File: config.mk
export PLATFORM = sky130hd
export DESIGN_NAME = camera_stream_gen_flat
export DESIGN_NICKNAME = d
export VERILOG_FILES = /design/src/rtl/camera_stream_gen_if.sv /design/src/rtl/camera_stream_gen.sv /design/src/flat_wrapper.sv
export SDC_FILE = /design/constraint.sdc
export NUM_CORES = 1
export LEC_CHECK = 0
export BUFFER_PORTS_ARGS = -buffer_cell sky130_fd_sc_hd__buf_2
export CORE_MARGIN = 3
export CORE_UTILIZATION = 54
export CTS_BUF_LIST = sky130_fd_sc_hd__clkbuf_8
export CTS_CLUSTER_SIZE = 30
export DETAILED_ROUTE_END_ITERATION = 16
export HOLD_SLACK_MARGIN = 0.06
export PLACE_DENSITY = 0.84
export SETUP_SLACK_MARGIN = 0.02
export SLEW_MARGIN = 20
export SYNTH_ARGS = -nofsm -noshare
export SYNTH_HDL_FRONTEND = slang
export SYNTH_SLANG_ARGS = --single-unit
export TNS_END_PERCENT = 5
File: constraint.sdc
create_clock -name clk_clk -period 1.9 [get_ports clk_clk]
set_input_delay 0.57 -clock clk_clk [delete_from_list [all_inputs] [get_ports clk_clk]]
set_output_delay 0.57 -clock clk_clk [all_outputs]
set_load 0.005 [all_outputs]
File: src/rtl/camera_stream_gen_if.sv
// camera_stream_gen_if: parallel camera bus (FVAL/LVAL/12-bit pixel) shared by
// the synthetic source and the capture receiver.
interface camera_stream_gen_if;
   logic [11:0] cam_d;
   logic        cam_fval;
   logic        cam_lval;
   modport master (output cam_d, cam_fval, cam_lval);
   modport slave  (input  cam_d, cam_fval, cam_lval);
endinterface

File: src/rtl/camera_stream_gen.sv
// camera_stream_gen: synthetic FVAL/LVAL/12-bit pixel source with programmable geometry,
// test patterns and frame counter. Optional per-frame CRC-16 under CAMGEN_FRAME_CRC_EN.
module camera_stream_gen #(
   parameter int H_ACTIVE = 640,
   parameter int V_ACTIVE = 480,
   parameter int H_BLANK  = 16,
   parameter int FV_LEAD  = 8,
   parameter int FV_TRAIL = 8,
   parameter int V_GAP    = 32
) (
   input  logic                clk_clk,
   input  logic                reset_reset_n,
   input  logic                enable,
   input  logic [1:0]          pattern_sel,
   camera_stream_gen_if.master cam,
   output logic [15:0]         frame_count,
   output logic                busy
`ifdef CAMGEN_FRAME_CRC_EN
   ,
   output logic [15:0]         frame_crc,
   output logic                crc_valid
`endif
);
   localparam int M1   = H_ACTIVE > H_BLANK ? H_ACTIVE : H_BLANK;
   localparam int M2   = FV_LEAD > FV_TRAIL ? FV_LEAD : FV_TRAIL;
   localparam int M3   = M1 > M2 ? M1 : M2;
   localparam int MAXC = M3 > V_GAP ? M3 : V_GAP;
   localparam int CW   = $clog2(MAXC + 1);
   localparam int YW   = $clog2(V_ACTIVE + 1);
   localparam logic [CW-1:0] LEAD_LAST = CW'(FV_LEAD - 1);
   localparam logic [CW-1:0] H_LAST    = CW'(H_ACTIVE - 1);
   localparam logic [CW-1:0] HB_LAST   = CW'(H_BLANK - 1);
   localparam logic [CW-1:0] TR_LAST   = CW'(FV_TRAIL - 1);
   localparam logic [CW-1:0] VG_LAST   = CW'(V_GAP - 1);
   localparam logic [YW-1:0] Y_LAST    = YW'(V_ACTIVE - 1);

   typedef enum logic [2:0] {IDLE, LEAD, LINE, HBLANK, TRAIL, VGAP} state_t;

   state_t        state_q, state_d;
   logic [CW-1:0] cnt_q, cnt_d;
   logic [YW-1:0] y_q, y_d;
   logic [1:0]    pat_q, pat_d;
   logic [15:0]   frame_count_q, frame_count_d;
   logic [11:0]   cam_d_q, cam_d_d, x12, y12, pix;
   logic          fval_q, fval_d, lval_q, lval_d, busy_q, busy_d;
   logic          start, inc;

   // cnt_q is the position inside the current state; in LINE it is the pixel x
   always_comb begin
      state_d = state_q;
      cnt_d   = cnt_q + 1'b1;
      y_d     = y_q;
      pat_d   = pat_q;
      start   = 1'b0;
      case (state_q)
         IDLE: begin
            cnt_d = '0;
            start = enable;
         end
         LEAD: if (cnt_q == LEAD_LAST) begin
            state_d = LINE;
            cnt_d   = '0;
         end
         LINE: if (cnt_q == H_LAST) begin
            state_d = (y_q == Y_LAST) ? TRAIL : HBLANK;
            cnt_d   = '0;
         end
         HBLANK: if (cnt_q == HB_LAST) begin
            state_d = LINE;
            cnt_d   = '0;
            y_d     = y_q + 1'b1;
         end
         TRAIL: if (cnt_q == TR_LAST) begin
            state_d = VGAP;
            cnt_d   = '0;
         end
         VGAP: if (cnt_q == VG_LAST) begin
            state_d = IDLE;
            cnt_d   = '0;
            start   = enable;
         end
         default: state_d = IDLE;
      endcase
      if (start) begin
         state_d = LEAD;
         y_d     = '0;
         pat_d   = pattern_sel;
      end
      // outputs lag the state by one register, so the count bump lines up with FVAL falling
      inc           = (state_q == VGAP) && (cnt_q == '0);
      frame_count_d = inc ? frame_count_q + 16'd1 : frame_count_q;
      x12           = 12'(cnt_q);
      y12           = 12'(y_q);
      pix           = pat_q == 2'd0 ? x12 :
                      pat_q == 2'd1 ? y12 :
                      pat_q == 2'd2 ? {12{x12[3] ^ y12[3]}} : frame_count_q[11:0];
      fval_d        = state_q inside {LEAD, LINE, HBLANK, TRAIL};
      lval_d        = state_q == LINE;
      busy_d        = state_q != IDLE;
      cam_d_d       = lval_d ? pix : 12'h000;
   end

   always_ff @(posedge clk_clk or negedge reset_reset_n) begin
      if (!reset_reset_n) begin
         state_q       <= IDLE;
         cnt_q         <= '0;
         y_q           <= '0;
         pat_q         <= '0;
         frame_count_q <= '0;
         cam_d_q       <= '0;
         fval_q        <= 1'b0;
         lval_q        <= 1'b0;
         busy_q        <= 1'b0;
      end else begin
         state_q       <= state_d;
         cnt_q         <= cnt_d;
         y_q           <= y_d;
         pat_q         <= pat_d;
         frame_count_q <= frame_count_d;
         cam_d_q       <= cam_d_d;
         fval_q        <= fval_d;
         lval_q        <= lval_d;
         busy_q        <= busy_d;
      end
   end

   assign cam.cam_d    = cam_d_q;
   assign cam.cam_fval = fval_q;
   assign cam.cam_lval = lval_q;
   assign frame_count  = frame_count_q;
   assign busy         = busy_q;

`ifdef CAMGEN_FRAME_CRC_EN
   logic [15:0] crc_q, crc_d, frame_crc_q, frame_crc_d;
   logic        crc_valid_q;

   function automatic logic [15:0] crc12(input logic [15:0] c, input logic [11:0] d);
      logic [15:0] r;
      r = c;
      for (int i = 11; i >= 0; i--) r = {r[14:0], 1'b0} ^ ((r[15] ^ d[i]) ? 16'h1021 : 16'h0000);
      return r;
   endfunction

   // CRC consumes the registered bus, so the last pixel is folded in during TRAIL
   always_comb begin
      crc_d       = (state_d == LEAD && state_q != LEAD) ? 16'hFFFF :
                    lval_q ? crc12(crc_q, cam_d_q) : crc_q;
      frame_crc_d = inc ? crc_q : frame_crc_q;
   end

   always_ff @(posedge clk_clk or negedge reset_reset_n) begin
      if (!reset_reset_n) begin
         crc_q       <= 16'hFFFF;
         frame_crc_q <= '0;
         crc_valid_q <= 1'b0;
      end else begin
         crc_q       <= crc_d;
         frame_crc_q <= frame_crc_d;
         crc_valid_q <= inc;
      end
   end

   assign frame_crc = frame_crc_q;
   assign crc_valid = crc_valid_q;
`endif
endmodule

File: src/flat_wrapper.sv
// flat-port wrapper written by rule: the top's interface ports become plain ports
module camera_stream_gen_flat 
#(
   parameter int H_ACTIVE = 640,
   parameter int V_ACTIVE = 480,
   parameter int H_BLANK  = 16,
   parameter int FV_LEAD  = 8,
   parameter int FV_TRAIL = 8,
   parameter int V_GAP    = 32
)
  (clk_clk, reset_reset_n, enable, pattern_sel, frame_count, busy, cam_cam_d, cam_cam_fval, cam_cam_lval);
  camera_stream_gen_if cam_i ();
  input  logic clk_clk;
  input  logic reset_reset_n;
  input  logic enable;
  input  logic [1:0] pattern_sel;
  output logic [15:0] frame_count;
  output logic busy;
  output wire logic [$bits(cam_i.cam_d)-1:0] cam_cam_d;
  output wire logic [$bits(cam_i.cam_fval)-1:0] cam_cam_fval;
  output wire logic [$bits(cam_i.cam_lval)-1:0] cam_cam_lval;
  assign cam_cam_d = cam_i.cam_d;
  assign cam_cam_fval = cam_i.cam_fval;
  assign cam_cam_lval = cam_i.cam_lval;
  camera_stream_gen #(.H_ACTIVE(H_ACTIVE), .V_ACTIVE(V_ACTIVE), .H_BLANK(H_BLANK), .FV_LEAD(FV_LEAD), .FV_TRAIL(FV_TRAIL), .V_GAP(V_GAP)) u_core (.clk_clk(clk_clk), .reset_reset_n(reset_reset_n), .enable(enable), .pattern_sel(pattern_sel), .cam(cam_i), .frame_count(frame_count), .busy(busy));
endmodule
## Word-level counts from Yosys, hierarchy flattened

Cells that the tools add are included.

| storage, ports and cells | value |
|---|---|
| register bits after elaboration | 55 |
| bits of input ports | 5 |
| output and inout port bits | 31 |
| logic and storage cells | 64 |

| cells by class | value |
|---|---|
| add/subtract/negate cells | 3 |
| eq/ne operators | 18 |
| muxes and demuxes | 22 |
| bitwise operators | 1 |
| reduce and logical (&&, ||, !) cells | 11 |

Operator list:

| operator | count |
|---|---|
| case mux 10 bit (5 select lines) | 1 |
| 2-to-1 mux 12 bit | 4 |
| 2-to-1 mux 10 bit | 4 |
| 2-to-1 mux 9 bit | 3 |
| 2-to-1 mux 3 bit | 7 |
| case mux 3 bit (6 select lines) | 1 |
| adder 16 x 1 -> 16 bit (second input constant) | 1 |
| inequality test 3 x 1 -> 1 bit (second input constant) | 4 |
| adder 10 x 1 -> 10 bit (second input constant) | 1 |
| == test 10 bit (second input constant) | 1 |
| == test 10 x 3 -> 1 bit (second input constant) | 1 |
| == test 10 x 4 -> 1 bit (second input constant) | 1 |
| == test 10 x 5 -> 1 bit (second input constant) | 1 |
| logical NOT 10 bit | 1 |
| adder 9 x 1 -> 9 bit (second input constant) | 1 |
| == test 9 bit (second input constant) | 1 |
| == test 3 x 2 -> 1 bit (second input constant) | 2 |
| == test 3 bit (second input constant) | 2 |
| AND reduction 6 bit | 1 |
| nonzero test 2 bit | 2 |
| nonzero test 4 bit | 1 |
| == test 3 x 1 -> 1 bit (second input constant) | 1 |
| logical NOT 3 bit | 1 |
| inequality test 3 bit (second input constant) | 1 |
| other kinds (11) | 11 |

## Longest topological paths before layout

| depth | value |
|---|---|
| depth in word-level cells | 5 |
| mapped depth | 8 |
| gate-level depth less buffers | 7 |

## Worst setup path after synthesis

OpenSTA, ideal clock, no wires.

| timing path | value |
|---|---|
| path kind | reg2reg |
| start | reg u_core.cnt_q[5] |
| end | reg u_core.y_q[8] |
| setup time | 0.078 ns |
| arrival time | 1.961 ns |
| required time | 1.822 ns |
| slack | -0.139 ns |
| stages on the path, launching flop included | 6 |
| buffers on the path | 0 |
| clock period less this slack | 2.039 ns |
| cell sequence | dfrtp_1 -> or3_4 -> nor4b_4 -> nand4_2 -> or3_1 -> a21oi_1 |

| on the way | value |
|---|---|
| cells in the longest elaborated chain, start to end | 5 |
| elaborated cells between the ends (all ways) | 8 |
| those cells by class | 2 x eq/ne; 3 x mux; 3 x reduce/logical |

Ends and longest elaborated chain:

| item | RTL line | source |
|---|---|---|
| start, declared | camera_stream_gen.sv:40 | `logic [CW-1:0] cnt_q, cnt_d;` |
| start signal, assigned | camera_stream_gen.sv:116 | `cnt_q <= cnt_d;` |
| == test 10 x 5 -> 1 bit | camera_stream_gen.sv:77 | `VGAP: if (cnt_q == VG_LAST) begin` |
| 2-to-1 mux 1 bit | camera_stream_gen.sv:77 |  |
| case mux 1 bit (2 select lines) | camera_stream_gen.sv:55 | `case (state_q)` |
| nonzero test 2 bit (no source line) | -- |  |
| AND reduction 2 bit (no source line) | -- |  |
| end signal, assigned | camera_stream_gen.sv:117 | `y_q <= y_d;` |
| end, declared | camera_stream_gen.sv:41 | `logic [YW-1:0] y_q, y_d;` |

Parallel ways exist; a longest one is shown, timed or not.
A chain may end at the register's enable or synchronous reset.

## Worst setup path after layout

| timing path | value |
|---|---|
| start | reg u_core.cnt_q[6] |
| end | reg u_core.y_q[8] |

The elaborated chain is that of the path after synthesis.

==> run metrics <==
P_leak=1.63 nW; first drt pass iteration count=4; Starting DRT DRC Count=196; Rel. slew slack=0.735; antenna violations before repair=0; Total Routing Usage GR=0.221; NumNets Final=345; DR vias=2254; cell accounting for the most synthesized area=dfrtp_1; Routed WL per cell=15.3 um; Final Hold Fails=0; I/O Pins=36; ANT cells=0; total power=3.75 mW; die area=6020 um2; antenna-violating nets left=0; CP required=2.14 ns; worst setup path start=u_core.cnt_q[6]$_DFF_PN0_; maximum VDD drop=0.615 mV; RSZ-0062 raised after global routing=true; worst r2r src=u_core.cnt_q[6]$_DFF_PN0_; Core Area=4850 um2; Setup CP Type=flip-flop to flip-flop; most common cell after layout, fill and taps aside=dfrtp_1; Remaining DRCs=0; # hold bufs at CTS=0; vias in the first global route=2198; commonest cells after routing, fill and taps aside=dfrtp_1, nor2_1, buf_2; Post-Syn Area=2770 um2; max capacitance violation total=0; CTS tree=done; measured slew at the worst slew-check pin=0.397 ns; Die W=77.6 um; DP Cell Count=394; dominant synthesized flop cell=dfrtp_1; Final GP Congestion=0.866; r2r endpoint=u_core.y_q[8]$_DFFE_PN0P_; fmax=0.541 GHz; Synth top area share=0.497; area of the multi-input gates=1390 um2; Num CTS Buffers=5; crit end category=flip-flop; filler instances=366; Avg Vias per Cell=5.58; ranking of synthesized cells by area=dfrtp_1, xnor2_1, nor2_1; root buf cell=clkbuf_8; # port buffers=35; CTS max path bufs=2; Post-Route WL=6.18 mm; design area=3390 um2; pin count of the biggest net entering global routing=56; first-pass GRT wire length=10.6 mm; Clock Sinks=55; outcome=complete, no violations; FF+latch count, synth=55; Die Y=77.6 um; hold crit path type=primary input to asynchronous set/reset pin; layout cells sized above 1=0.288; clock slew at reported path FFs=0.10 ns; syn nets=287; register area share after synthesis=0.497; Synth warnings=0; Final Setup Violations=0; Final Cycle Share=0.973; R2R depth=5; H-tree levels=2; CP Launch Type=flip-flop; Tmin final=1.85 ns; Worst R2R Setup Slack=0.05 ns; EDFF count, synth=0; setup TNS=0 ns; post-synthesis instance total=278; Area Growth Syn to Fin=22.4%; starting density of the core=0.571; worst hold slack=0.241 ns; mean post-synth cell area=9.96 um2; clock latency at the later pin of the worst-skew pair=0.31 ns; Synth cell types=43; Remaining Overflow, GRT=0; Async S/R FF share, synth=1.00; max-slew violations=0; register cell area after layout=1380 um2; Worst Path Max Fanout=5; clock skew=0.00672 ns; HPWL Detailed=4.53 mm; CP arrival=2.09 ns; pwr dens=1110 nW/um2; placed cell areas=3190 um2; post-route insts no fill=404; CP endpoint=u_core.y_q[8]$_DFFE_PN0P_; row count=25
## power breakdown
part,switching [mW],internal (mW),total (mW)
Combinational,0.792,0.652,1.44
Sequential,0.158,1.38,1.54
Clock,0.375,0.393,0.768
Total,1.32,2.43,3.75
## how the worst min path moves through the flow
stage	from	to	slack [ns]
finish	reset_reset_n	u_core.pat_q[1]$_DFFE_PN0N_	0.24
global route	reset_reset_n	u_core.frame_count[9]$_DFFE_PN0P_	0.25
CTS	reset_reset_n	u_core.pat_q[1]$_DFFE_PN0N_	0.25
detailed placement	u_core.frame_count[15]$_DFFE_PN0P_	u_core.frame_count[15]$_DFFE_PN0P_	0.47
global placement	u_core.frame_count[15]$_DFFE_PN0P_	u_core.frame_count[15]$_DFFE_PN0P_	0.46
floorplan	reset_reset_n	u_core.busy$_DFF_PN0_	0.27
## synthesized netlist by cell type, types with 2 or more instances
master / n
nand4_1: 7
and2_1: 2
nand2b_1: 8
inv_1: 9
a211oi_1: 6
xnor2_1: 20
mux2_2: 3
dfrtp_1: 55
clkbuf_1: 9
o211ai_1: 2
or2_2: 5
a21oi_1: 8
nand2_1: 18
a31oi_1: 2
nor4_1: 5
and3_1: 6
mux2i_1: 8
o31ai_1: 2
xor2_1: 14
nand3_1: 15
or3_1: 3
ha_1: 4
nor2_1: 35
nor3_1: 8
o21ai_0: 6
## sequential cells by signal (all words and copies together), names as in the netlist
| name | cells |
|---|---|
| u_core.cam.cam_fval | 1 |
| u_core.state_q | 3 |
| u_core.frame_count | 16 |
| u_core.cnt_q | 10 |
| u_core.y_q | 9 |
| u_core.cam.cam_d | 12 |
| u_core.busy | 1 |
| u_core.pat_q | 2 |
| u_core.cam.cam_lval | 1 |
## kinds of logic (layout without fill, tap and decap cells)
logic type | after synthesis | in the layout | share of synthesized area
simple gates | 121 | 121 | 0.231
flops | 55 | 55 | 0.497
xor+xnor | 34 | 34 | 0.108
compound gates | 33 | 33 | 0.0773
buf+inv | 20 | 79 | 0.0276
mux | 11 | 11 | 0.0411
fa+ha+maj | 4 | 4 | 0.0181
## worst max-delay path: stages, from the launching register on
cell,delay (ns)
dfrtp_2,0.45
or3_4,0.41
nor4b_4,0.32
nand4_2,0.14
or3_1,0.32
a21oi_1,0.15
## cell type report
type                            instances  area share
Clock inverter                          3      0.0129
Multi-Input combinational cell        203       0.410
Clock buffer                            5      0.0203
Timing Repair Buffer                   62       0.115
Inverter                                9     0.00997
Tap cell                               67      0.0247
Sequential cell                        55       0.407
## stage by stage
step / util / setup slack, ns
floorplan: - / -0.0124
global placement: 0.658 / 0.0349
detailed placement: 0.658 / -0.0623
CTS: 0.687 / 0.0252
global route: 0.699 / -0.0368
finish: 0.699 / 0.0508
## per-layer routing
layer,global-route usage,vias to the layer above,part of all wire
met5,0,-,0
met4,0.0694,0,0.020
met3,0.0464,15,0.051
met2,0.354,74,0.49
met1,0.302,1090,0.43
li1,-,1075,-
## repair_timing
item / in CTS / in global routing
endpoints found under the setup margin: 16 / 31
resized for setup: 5 / 11
pin swaps: 0 / 6
buffers inserted: 0 / 2
No activity file was read; power rests on OpenSTA's default activity.
